==> src/rtl/calc_seq_param.sv <==
// Sequential calculator: WIDTH-bit add/sub/and/xor, iterative shift-add multiply and
// restoring divide with a double-width result. The divider is built only when CALC_DIV_EN is defined.
module calc_seq_param #(
    parameter int WIDTH = 3
) (
    input  logic             clk,
    input  logic             rst,
    input  logic             Go,
    input  logic [2:0]       Op,
    input  logic [WIDTH-1:0] in1,
    input  logic [WIDTH-1:0] in2,
    output logic [WIDTH-1:0] out,
    output logic [WIDTH-1:0] hi,
    output logic [3:0]       CSout,
    output logic             Done,
    output logic             Err
);

    localparam int CW = $clog2(WIDTH + 1);

    typedef enum logic [3:0] {
        IDLE = 4'd0,
        LOAD = 4'd1,
        EXEC = 4'd2,
        MUL  = 4'd3,
        DIV  = 4'd4,
        DONE = 4'd5,
        ERR  = 4'd6
    } state_t;

    state_t                 state_r;
    state_t                 state_next_s;
    logic [WIDTH-1:0]       a_r;
    logic [WIDTH-1:0]       b_r;
    logic [2:0]             opr_r;
    logic [CW-1:0]          cnt_r;
    logic [2*WIDTH-1:0]     prod_r;
    logic [WIDTH-1:0]       out_r;
    logic [WIDTH-1:0]       hi_r;
    logic                   done_r;
    logic                   err_r;

    logic [WIDTH:0]         sum_s;
    logic [WIDTH:0]         dif_s;
    logic [WIDTH-1:0]       alu_out_s;
    logic [WIDTH-1:0]       alu_hi_s;
    logic [WIDTH:0]         mul_sum_s;
    logic [2*WIDTH-1:0]     mul_next_s;
`ifdef CALC_DIV_EN
    logic [WIDTH:0]         div_shift_s;
    logic                   div_ge_s;
    logic [WIDTH-1:0]       div_sub_s;
    logic [2*WIDTH-1:0]     div_next_s;
`endif

    assign out   = out_r;
    assign hi    = hi_r;
    assign CSout = state_r;
    assign Done  = done_r;
    assign Err   = err_r;

    // Next-state decode; unused codes fall back to IDLE
    always_comb begin
        state_next_s = IDLE;
        case (state_r)
            IDLE: begin
                if (Go) state_next_s = LOAD;
                else    state_next_s = IDLE;
            end
            LOAD: begin
                case (opr_r)
                    3'b000, 3'b001, 3'b010, 3'b011: state_next_s = EXEC;
                    3'b100:                         state_next_s = MUL;
`ifdef CALC_DIV_EN
                    3'b101: begin
                        if (b_r == {WIDTH{1'b0}}) state_next_s = ERR;
                        else                      state_next_s = DIV;
                    end
`endif
                    default:                        state_next_s = ERR;
                endcase
            end
            EXEC: state_next_s = DONE;
            MUL: begin
                if (cnt_r == CW'(1)) state_next_s = DONE;
                else                 state_next_s = MUL;
            end
`ifdef CALC_DIV_EN
            DIV: begin
                if (cnt_r == CW'(1)) state_next_s = DONE;
                else                 state_next_s = DIV;
            end
`endif
            DONE:    state_next_s = IDLE;
            ERR:     state_next_s = IDLE;
            default: state_next_s = IDLE;
        endcase
    end

    // Single-cycle ALU; the extra bit of sum/difference is the carry/borrow
    always_comb begin
        sum_s     = {1'b0, a_r} + {1'b0, b_r};
        dif_s     = {1'b0, a_r} - {1'b0, b_r};
        alu_out_s = {WIDTH{1'b0}};
        alu_hi_s  = {WIDTH{1'b0}};
        case (opr_r[1:0])
            2'b00: begin
                alu_out_s = sum_s[WIDTH-1:0];
                alu_hi_s  = {{(WIDTH-1){1'b0}}, sum_s[WIDTH]};
            end
            2'b01: begin
                alu_out_s = dif_s[WIDTH-1:0];
                alu_hi_s  = {{(WIDTH-1){1'b0}}, dif_s[WIDTH]};
            end
            2'b10:   alu_out_s = a_r & b_r;
            2'b11:   alu_out_s = a_r ^ b_r;
            default: alu_out_s = {WIDTH{1'b0}};
        endcase
    end

    // Shift-add step: prod_r holds {partial, multiplier}; add A on LSB, then shift right
    always_comb begin
        mul_sum_s  = {1'b0, prod_r[2*WIDTH-1:WIDTH]}
                   + (prod_r[0] ? {1'b0, a_r} : {(WIDTH+1){1'b0}});
        mul_next_s = {mul_sum_s, prod_r[WIDTH-1:1]};
    end

`ifdef CALC_DIV_EN
    // Restoring step: prod_r holds {remainder, dividend/quotient}
    always_comb begin
        div_shift_s = {prod_r[2*WIDTH-1:WIDTH], prod_r[WIDTH-1]};
        div_ge_s    = (div_shift_s >= {1'b0, b_r});
        div_sub_s   = div_shift_s[WIDTH-1:0] - b_r;
        div_next_s  = {(div_ge_s ? div_sub_s : div_shift_s[WIDTH-1:0]),
                       prod_r[WIDTH-2:0], div_ge_s};
    end
`endif

    // State, operand capture, iteration and result registers
    always_ff @(posedge clk) begin
        if (rst) begin
            state_r <= IDLE;
            a_r     <= {WIDTH{1'b0}};
            b_r     <= {WIDTH{1'b0}};
            opr_r   <= 3'b000;
            cnt_r   <= {CW{1'b0}};
            prod_r  <= {(2*WIDTH){1'b0}};
            out_r   <= {WIDTH{1'b0}};
            hi_r    <= {WIDTH{1'b0}};
            done_r  <= 1'b0;
            err_r   <= 1'b0;
        end else begin
            state_r <= state_next_s;
            done_r  <= (state_next_s == DONE) || (state_next_s == ERR);
            err_r   <= (state_next_s == ERR);
            case (state_r)
                IDLE: begin
                    if (Go) begin
                        a_r   <= in1;
                        b_r   <= in2;
                        opr_r <= Op;
                    end
                end
                LOAD: begin
                    cnt_r  <= CW'(WIDTH);
                    prod_r <= (opr_r == 3'b100) ? {{WIDTH{1'b0}}, b_r} : {{WIDTH{1'b0}}, a_r};
                    if (state_next_s == ERR) begin
                        out_r <= {WIDTH{1'b0}};
                        hi_r  <= {WIDTH{1'b0}};
                    end
                end
                EXEC: begin
                    out_r <= alu_out_s;
                    hi_r  <= alu_hi_s;
                end
                MUL: begin
                    prod_r <= mul_next_s;
                    cnt_r  <= cnt_r - CW'(1);
                    if (cnt_r == CW'(1)) begin
                        out_r <= mul_next_s[WIDTH-1:0];
                        hi_r  <= mul_next_s[2*WIDTH-1:WIDTH];
                    end
                end
`ifdef CALC_DIV_EN
                DIV: begin
                    prod_r <= div_next_s;
                    cnt_r  <= cnt_r - CW'(1);
                    if (cnt_r == CW'(1)) begin
                        out_r <= div_next_s[WIDTH-1:0];
                        hi_r  <= div_next_s[2*WIDTH-1:WIDTH];
                    end
                end
`endif
                default: begin
                    cnt_r <= cnt_r;
                end
            endcase
        end
    end

endmodule

==> config.mk <==
export PLATFORM = sky130hd
export DESIGN_NAME = calc_seq_param
export DESIGN_NICKNAME = d
export VERILOG_FILES = /design/src/rtl/calc_seq_param.sv
export SDC_FILE = /design/constraint.sdc
export NUM_CORES = 1
export LEC_CHECK = 0
export ABC_CLOCK_PERIOD_IN_PS = 2800
export CORE_ASPECT_RATIO = 0.5
export CORE_UTILIZATION = 40
export DETAILED_ROUTE_END_ITERATION = 8
export DONT_BUFFER_PORTS = 1
export MAX_ROUTING_LAYER = met4
export PLACE_DENSITY_LB_ADDON = 0.25
export REMOVE_ABC_BUFFERS = 1
export SYNTH_ARGS = -nofsm -noshare
export SYNTH_HDL_FRONTEND = slang
export SYNTH_SLANG_ARGS = --single-unit
==> constraint.sdc <==
create_clock -name clk -period 2.8 [get_ports clk]
set_clock_uncertainty 0.2 [all_clocks]
set_input_delay 0.28 -clock clk [delete_from_list [all_inputs] [get_ports clk]]
set_output_delay 0.28 -clock clk [all_outputs]
set_load 0.02 [all_outputs]
==> out/metrics.cfg, run 1 <==
[timing]
timing.final.hold_violations = 0
maxClockFrequency_ghz = 0.4499
slew-limit-headroom_pct = 32.71
fin_setup_tns_ns = 0
worst-slew-pin-transition_ns = 1.006
rsz0062_at_grt = no
setup_viol = 0
finalWorstPathRequiredPeriod_ns = 2.223
period_share_pct = 79.38
slew_violations = 0

[power]
power.ir.vdd_worst_uv = 251.6
leakage_uw = 0.0007182
power_density_nw_per_um2 = 543.2
post-layout-total-power_uw = 973.3

[logic_synthesis]
syn_warnings = 0
post-synth-top-area-cell = dfxtp_1
share_of_the_yosys_chip_area_belonging_to_registers_pct = 34.49
synth_most_common_cell = dfxtp_1
combinational_family_with_the_most_area_after_synthesis = compound AO/OA/AOI/OAI gates
post_synth_xor_area_fraction_pct = 1.078
ys_async_sr_fraction_pct = 0
synth_enable_flop_cells = 0
top_area_cells_in_the_synthesized_netlist = dfxtp_1, ha_1, a21oi_1, nand2_1, fa_1
synth_cell_types = 49
post_synthesis_mux_area_share_pct = 2.002
synth-compound-area-share_pct = 21.71
yosys_most_used_dff = dfxtp_1
ys_seq_elements = 28
synth-simple-area-share_pct = 20.02
post_synth_inst_count = 187
synthesis.area_per_instance_um2 = 8.691
yosys.area.top_type_share_pct = 34.49
synth_commonest_cells = dfxtp_1, nand2_1, a21oi_1
yosys.area_share.adder_pct = 11.39
post_synth_instance_area_um2 = 1625

[drt]
first_pass_iters = 5
ant_nets = 0
routed-via-count = 1311
detail_route.wirelength_um = 3765
post_drt_wl_per_cell_um = 15.43
remaining_drc_errors = 0
drt_iter0_markers = 62
via_per_inst = 5.373

[clock_network]
cts.sinks = 28
htree_levels = 1
cts_tree = built
max-clock-path-buffers = 2
hold_buffer_count_at_cts = 10
cts-root-buf = clkbuf_8
cts-buffers-inserted = 3
clk_pin_slew_ns = 0.10
post_cts_resize_count = 0
clkLatencyLatePin_ns = 0.28
post-cts-setup-buffer-count = 0

[global_route]
grt_max_degree = 26
grt_first_pass_wirelength_um = 5982
antenna_found_initial = 0
globalRouteOverflowTotal = 0
first_global_vias = 1189
track_usage_pct = 18.79

[cells_and_area]
nets = 219
n_fill_cell = 368
stdcell_count = 244
diodes = 0
layout_area_growth_over_synthesis_pct = 10.24
area_occupied_by_multi_input_gates_um2 = 917.1
drive_above_1_share_pct = 8.290
sequential_cell_area_um2 = 560.5

[setup_path]
end_kind = register
worst_ep_required_time_ns = 2.78
timing.setup.critical_path_class = register to register
critical_path.startpoint_type = register
worst_path_max_fanout = 10
cp_data_arrival_time_ns = 2.20

[placement]
total_of_buffers_placed_on_input_and_output_ports = 0
hpwl_um = 2697
globalplace.congestion = 0.9827
place.detailed.instances = 230

[die]
rows = 15
floorplan.initialDensity_pct = 44.41
fp.dieH_um = 47.08
die_area_um2 = 4338
core_region_area_um2 = 3660
die_width_um = 92.15
io_pins = 24

[worst_hold_path]
hold_crit_class = input pin to register

[run]
maxCapViolations = 0

[outcome]
run_status = finished, final reports clean

metrics by stage:
step / hold slack (ns) / utilization (%) / setup WS, ns / area (µm²)
final: 0.03257 / 48.96 / 0.5775 / 1792
after floorplan: 0.1491 / - / 0.7143 / 1534
after detailed placement: 0.1527 / 44.27 / 0.6199 / 1620
after global routing: 0.03204 / 48.96 / 0.4712 / 1792
after CTS: 0.02368 / 48.96 / 0.5720 / 1792
after global placement: 0.1510 / 44.27 / 0.6662 / 1620
layer usage:
layer  GRT usage [%]  part of all wire, %
met5               -                    0
met2           30.90                   45
met3           4.207                  5.0
met1           24.66                   49
met4           2.813                 0.50
final timing paths:
check	cells past startpoint	slack, ns	startpoint	to
worst max register to register	5	0.58	CSout[0]	a_r[0]
worst min-delay path	3	0.03	rst	out[0]
worst max-delay path	5	0.58	CSout[0]	a_r[0]
worst min register to register	2	0.29	prod_r[1]	out[0]
critical path, stage by stage, from the launching register on:
cell and delay [ns]:
dfxtp_1 0.71, nor2_1 0.13, and3_1 0.32, nand2_1 0.11
a21oi_1 0.06, dlygate4sd3_1 0.59
cells by family (layout without fill, tap and decap cells):
family | after synthesis | count (layout)
adder cells (fa/ha/maj) | 13 | 13
flip-flops | 28 | 28
buffers and inverters | 26 | 32
other | 1 | 1
AO/OA/AOI/OAI | 52 | 52
multiplexers | 2 | 2
XOR/XNOR | 2 | 2
AND/OR/NAND/NOR | 63 | 63
state kept, by name, summed over array words and instances, names as in the netlist:
name and cells:
prod_r 6, CSout 3, a_r 3, Err 1, b_r 3, out 3, hi 3, cnt_r 2
opr_r 3, Done 1
placed cells by master (no fill, tap or decap), types with 2 or more instances in the layout:
cell	n
nor3_1	5
nor2_1	10
buf_4	3
a211oi_1	4
a22oi_1	2
clkbuf_8	3
inv_1	15
nand2_1	23
o31ai_1	3
nor2b_1	2
nand3_1	4
fa_1	3
ha_1	10
nand2b_1	3
a21o_1	3
a21oi_1	18
and3_1	5
o21ai_0	9
and2_1	3
dfxtp_1	28
dlygate4sd3_1	10
final cells by class:
cell class              instances  share of cell area, %
repair buffers                 13                  6.844
multi-input cells             133                  51.19
clock inverters                 1                  1.676
well taps                      51                  3.561
inverters                      15                  3.142
clock buffers                   3                  2.304
flip-flops and latches         28                  31.28
power breakdown:
part	switching, µW	leakage (µW)	total [µW]	internal (µW)
registers	42.7	0.000228	467	424
logic	107	0.000454	184	76.5
clock network	131	0.0000357	323	192
(Power assumes the default switching activity.)
==> run 2: changes to the inputs <==
--- a/config.mk
+++ b/config.mk
@@ -5,7 +5,7 @@
 export SDC_FILE = /design/constraint.sdc
 export NUM_CORES = 1
 export LEC_CHECK = 0
-export ABC_CLOCK_PERIOD_IN_PS = 2800
+export ABC_CLOCK_PERIOD_IN_PS = 2200
 export CORE_ASPECT_RATIO = 0.5
 export CORE_UTILIZATION = 40
 export DETAILED_ROUTE_END_ITERATION = 8
==> constraint.sdc (replaced) <==
create_clock -name clk -period 2.2 [get_ports clk]
set_clock_uncertainty 0.2 [all_clocks]
set_input_delay 0.22 -clock clk [delete_from_list [all_inputs] [get_ports clk]]
set_output_delay 0.22 -clock clk [all_outputs]
set_load 0.02 [all_outputs]
==> run 2 against run 1 <==
Against the previous run:
- via count is 1.7% higher
- wire length fell by 4.6%
- non-clock buffer count is 3 higher
- design area up 2.7%
- worst setup slack worse by 0.53 ns
- power up 28%
- combinational power up 33%
- critical path type unchanged
- largest cell class unchanged
- largest power group unchanged
- highest routed layer unchanged
==> out/metrics.cfg, run 2 (synthesis gave the netlist of run 1 again) <==
[timing]
setup_viol = 0  ; unchanged
maxClockFrequency_ghz = 0.4638  ; +3.1%
period_share_pct = 98.00  ; +19 points
slew-limit-headroom_pct = 33.60  ; +0.88 points
hold_ws_ns = 0.0001560  ; -0.03241 ns
fin_setup_tns_ns = 0  ; unchanged
finalWorstPathRequiredPeriod_ns = 2.156  ; -0.06653 ns
timing.final.hold_violations = 0  ; unchanged
worst-slew-pin-transition_ns = 0.9961  ; -0.009923 ns
rsz0062_at_grt = yes
slew_violations = 0  ; unchanged

[run]
maxCapViolations = 0  ; unchanged

[drt]
via_per_inst = 5.397  ; +0.44%
ant_nets = 0  ; unchanged
remaining_drc_errors = 0  ; unchanged
detail_route.wirelength_um = 3592  ; -4.6%
routed-via-count = 1333  ; +1.7%
post_drt_wl_per_cell_um = 14.54  ; -5.8%
drt_iter0_markers = 136  ; +120%
first_pass_iters = 4  ; -1

[cells_and_area]
drive_above_1_share_pct = 14.29  ; +6.0 points
area_occupied_by_multi_input_gates_um2 = 930.9  ; +1.5%
mostFrequentLayoutCells = dfxtp_1, nand2_1, a21oi_1
largest_register_ff_count = 6  ; unchanged
stdcell_count = 247  ; +1.2%
layout_area_growth_over_synthesis_pct = 13.16
sequential_cell_area_um2 = 569.3  ; +1.6%
diodes = 0  ; unchanged
nets = 222  ; +1.4%
n_fill_cell = 364  ; -1.1%
largest_register = prod_r

[global_route]
grt_first_pass_wirelength_um = 5892  ; -1.5%
first_global_vias = 1213  ; +2.0%
track_usage_pct = 18.94  ; +0.15 points
globalRouteOverflowTotal = 0  ; unchanged
grt_max_degree = 27  ; +3.8%
antenna_found_initial = 0  ; unchanged

[setup_path]
worst_path_max_delay_cell = mux4_2
end_kind = register
endpoint = out[1]
capture_point_of_the_worst_reg_to_reg_path = out[1]
critical_path.startpoint_type = register
worst_path_max_fanout = 5  ; -5
worst_ep_required_time_ns = 2.17  ; -0.61 ns
crit_cells = 7  ; +2
startpoint_of_the_most_critical_setup_path = a_r[0]
cp_common_cell = inv_1
r2r.worst_path.cells = 7  ; +2
max_stage_delay_ns = 0.48  ; -0.23 ns
cp_data_arrival_time_ns = 2.13  ; -0.07 ns
timing.critical_path.cells = inv_1 > ha_1 > inv_1 > fa_1 > mux4_2 > a22oi_2 > a21oi_1
timing.setup.critical_path_class = register to register
reg2reg_from = a_r[0]
cp.buffers_inverters = 2  ; +1
setup.reg_to_reg.worst_slack_ns = 0.04  ; -0.53 ns
timing.critical_path.max_delay_family = adder cells

[clock_network]
clk_pin_slew_ns = 0.10  ; about the same
max-clock-path-buffers = 2  ; unchanged
cts-root-buf = clkbuf_8
htree_levels = 1  ; unchanged
cts-buffers-inserted = 3  ; unchanged
clkLatencyLatePin_ns = 0.28  ; about the same
cts.sinks = 28  ; unchanged
post-cts-setup-buffer-count = 0  ; unchanged
cts_tree = built

[placement]
place.detailed.instances = 233  ; +1.3%
total_of_buffers_placed_on_input_and_output_ports = 0  ; unchanged
globalplace.congestion = 0.9052  ; -7.9%
hpwl_um = 2685  ; -0.42%

[worst_hold_path]
hold_crit_class = input pin to register

[die]
die_area_um2 = 4338  ; unchanged
io_pins = 24  ; unchanged
core_region_area_um2 = 3660  ; unchanged
fp.dieH_um = 47.08  ; unchanged
rows = 15  ; unchanged
floorplan.initialDensity_pct = 44.41  ; unchanged
die_width_um = 92.15  ; unchanged

[power]
power_density_nw_per_um2 = 679.5  ; +25%
post-layout-total-power_uw = 1250  ; +28%
leakage_uw = 0.0007455  ; +3.8%
power.ir.vdd_worst_uv = 290.2  ; +15%

[outcome]
run_status = finished, final reports clean

[run 2: power by group]
part	internal [µW]	switching (µW)	total (µW)
sequential	542	50.5	592
combinational	104	141	245
clock	244	169	413
total	889	360	1250
[run 2: cell type report]
| cell class | count | share of cell area [%] |
|---|---|---|
| flip-flops and latches | 28 | 30.95 |
| multi-input cells | 133 | 50.61 |
| clock buffers | 3 | 2.245 |
| repair buffers | 16 | 8.027 |
| clock inverters | 1 | 1.633 |
| well taps | 51 | 3.469 |
| inverters | 15 | 3.061 |
[run 2: what timing repair did]
item / in CTS / in global routing
gates resized for setup: 1 / 11
setup endpoints to repair: 1 / 3
hold buffers: 10 / 0
endpoints found under the hold margin: 28 / 0
[run 2: through the flow]
step	utilization, %	cell area (µm²)	setup slack [ns]
floorplan	-	1534	0.1143
global placement	44.89	1643	0.06353
detailed placement	44.89	1643	-0.005438
CTS	49.61	1815	0.01601
global route	50.26	1839	-0.01121
finish	50.26	1839	0.04402
[run 2: worst min path at each step]
stage | from | endpoint | slack, ns | cells past startpoint
2_1_floorplan | rst | a_r[0] | 0.09 | 1
3_3_place_gp | rst | b_r[1] | 0.09 | 1
3_5_place_dp | rst | a_r[1] | 0.09 | 1
4_1_cts | Go | CSout[0] | 0.001 | 4
5_1_grt | Go | CSout[0] | 0.04 | 4
6_report | Go | CSout[0] | 0.0002 | 4
[run 2: worst reg2reg max path, cell delays in order (launching register included)]
cell and delay [ns]:
dfxtp_4 0.38, inv_1 0.04, ha_1 0.20, inv_1 0.07, fa_1 0.39, mux4_2 0.48
a22oi_2 0.19, a21oi_1 0.08
[run 2: per-layer routing]
metal  global-route usage [%]  part of all wire [%]  vias to the layer above
met5                        -                     0                        -
met1                    24.29                    49                      639
met3                    4.693                   4.3                        4
met4                    5.625                  0.78                        0
li1                         -                     -                      665
met2                    30.30                    46                       25
==> run 3: changes to the inputs <==
--- a/config.mk
+++ b/config.mk
@@ -8,9 +8,9 @@
 export ABC_CLOCK_PERIOD_IN_PS = 2200
 export CORE_ASPECT_RATIO = 0.5
 export CORE_UTILIZATION = 40
+export CTS_CLUSTER_DIAMETER = 40
 export DETAILED_ROUTE_END_ITERATION = 8
 export DONT_BUFFER_PORTS = 1
-export MAX_ROUTING_LAYER = met4
 export PLACE_DENSITY_LB_ADDON = 0.25
 export REMOVE_ABC_BUFFERS = 1
 export SYNTH_ARGS = -nofsm -noshare
==> run 3 against run 2 <==
Against the previous run:
- the flow now finishes with violations (hold timing)
- power grew 0.21%
- utilization is the same
- sequential share of layout area is the same
- clock power is essentially flat
- first-iteration DRC count grew 0.74%
- die area is the same
- wire length grew 0.11%
- fmax shrank 0.11%
- flip-flop and latch count is the same
- critical path type unchanged
- critical endpoint unchanged
- highest routed layer unchanged
==> out/metrics.cfg, run 3 (synthesis gave the netlist of run 1 again) <==
[outcome]
run_status = complete, but fails checks
violated_checks = hold timing

[placement]
dp_worst_setup_slack_ns = -0.005438  ; unchanged
total_of_buffers_placed_on_input_and_output_ports = 0  ; unchanged
postPlaceCellArea_um2 = 1643  ; unchanged
place.detailed.instances = 233  ; unchanged
globalplace.congestion = 0.8903  ; -1.6%
hpwl_um = 2685  ; unchanged

[timing]
period_share_pct = 98.11  ; +0.11 points
finalWorstPathRequiredPeriod_ns = 2.158  ; +0.002473 ns
rsz0062_at_grt = yes
post-route-worst-setup-slack_ns = 0.04154  ; -0.002473 ns
hold_ws_ns = -0.002958  ; -0.003114 ns
slew-limit-headroom_pct = 33.16  ; -0.44 points
timing.final.hold_violations = 1  ; +1
worst-slew-pin-transition_ns = 1.003  ; +0.006591 ns
maxClockFrequency_ghz = 0.4633  ; -0.11%
setup_viol = 0  ; unchanged
slew_violations = 0  ; unchanged

[drt]
remaining_drc_errors = 0  ; unchanged
drt_iter0_markers = 137  ; +0.74%
routed-via-count = 1344  ; +0.83%
ant_nets = 0  ; unchanged
first_pass_iters = 4  ; unchanged
via_per_inst = 5.441  ; +0.83%
post_drt_wl_per_cell_um = 14.56  ; +0.11%
detail_route.wirelength_um = 3596  ; +0.11%

[clock_network]
cts-buffers-inserted = 3  ; unchanged
max-clock-path-buffers = 2  ; unchanged
cts.sinks = 28  ; unchanged
htree_levels = 1  ; unchanged
clk_pin_slew_ns = 0.10  ; about the same
cts_tree = built
cts-root-buf = clkbuf_8
clkLatencyLatePin_ns = 0.28  ; about the same

[cells_and_area]
largest_register_ff_count = 6  ; unchanged
stdcell_count = 247  ; unchanged
layout_area_growth_over_synthesis_pct = 13.16  ; unchanged
post-route-cell-area_um2 = 1839  ; unchanged
n_fill_cell = 364  ; unchanged
sequential_cell_area_um2 = 569.3  ; unchanged
mostFrequentLayoutCells = dfxtp_1, nand2_1, a21oi_1
nets = 222  ; unchanged
largest_register = prod_r
drive_above_1_share_pct = 14.29  ; unchanged
diodes = 0  ; unchanged
area_occupied_by_multi_input_gates_um2 = 930.9  ; unchanged

[setup_path]
end_kind = register
timing.setup.critical_path_class = register to register
worst_ep_required_time_ns = 2.17  ; about the same
reg2reg_from = a_r[0]
setup.reg_to_reg.worst_slack_ns = 0.04  ; about the same
startpoint_of_the_most_critical_setup_path = a_r[0]
worst_path_max_delay_cell = mux4_2
worst_path_max_fanout = 5  ; unchanged
cp_common_cell = inv_1
r2r.worst_path.cells = 7  ; unchanged
timing.critical_path.cells = inv_1 > ha_1 > inv_1 > fa_1 > mux4_2 > a22oi_2 > a21oi_1
max_stage_delay_ns = 0.48  ; about the same
critical_path.startpoint_type = register
capture_point_of_the_worst_reg_to_reg_path = out[1]
timing.critical_path.max_delay_family = adder cells
cp_data_arrival_time_ns = 2.13  ; about the same
cp.buffers_inverters = 2  ; unchanged

[power]
leakage_uw = 0.0007455  ; unchanged
power_density_nw_per_um2 = 680.9  ; +0.21%
power.ir.vdd_worst_uv = 290.3  ; about the same
post-layout-total-power_uw = 1252  ; +0.21%

[die]
floorplan.initialDensity_pct = 44.41  ; unchanged
die_width_um = 92.15  ; unchanged
fp.dieH_um = 47.08  ; unchanged
core_region_area_um2 = 3660  ; unchanged
die_area_um2 = 4338  ; unchanged
rows = 15  ; unchanged
io_pins = 24  ; unchanged

[global_route]
grt_max_degree = 27  ; unchanged
grt_first_pass_wirelength_um = 5920  ; +0.48%
antenna_found_initial = 0  ; unchanged
globalRouteOverflowTotal = 0  ; unchanged
first_global_vias = 1214  ; +0.082%
track_usage_pct = 18.39  ; -0.56 points

[worst_hold_path]
hold_crit_class = input pin to register
hp-start = Go
min_path_cells = 4  ; unchanged
hold_path_end = CSout[0]

[run]
maxCapViolations = 0  ; unchanged

run 3: where the power goes:
part	total, µW	switching [µW]	internal (µW)
registers	592	50.6	542
logic	245	141	104
clock network	415	171	244
total	1250	363	890
run 3: worst max path at each step:
stage                   to  slack [ns]  depth (start not counted)
floorplan           out[1]        0.11                          7
global placement    out[1]        0.06                          7
detailed placement  out[1]      -0.005                          7
CTS                 a_r[0]        0.02                          6
global route        out[1]       -0.01                          7
finish              out[1]        0.04                          7
run 3: routing by layer:
layer  part of all wire (%)  GRT usage, %  up-vias
met5                      0             0        -
met3                    4.3         5.178        5
met1                     48         24.19      645
li1                       -             -      668
met2                     46         30.45       26
met4                    1.0         5.625        0
run 3: tightest hold or removal path, delay by kind of cell:
kind	cells	cell delay (ns)
AO/OA/AOI/OAI	1	0.04
AND/OR/NAND/NOR	3	0.19
run 3: area by class of cell:
type	count	share of cell area, %
clock inverters	1	1.633
flip-flops and latches	28	30.95
well taps	51	3.469
inverters	15	3.061
clock buffers	3	2.245
multi-input cells	133	50.61
repair buffers	16	8.027
run 3: metrics by stage:
stage	TNS [ns]	util [%]
6_report	0	50.26
5_1_grt	-0.01889	50.26
4_1_cts	0	49.61
3_5_place_dp	-0.005438	44.89
3_3_place_gp	0	44.89
2_1_floorplan	0	-
run 3: repair_timing:
action | in CTS | in global routing
gates cloned | 0 | 0
hold buffers | 10 | 0
buffers inserted | 0 | 0
pin swaps | 0 | 0
hold endpoints to repair | 28 | 0
resized for setup | 1 | 11
endpoints found under the setup margin | 1 | 3
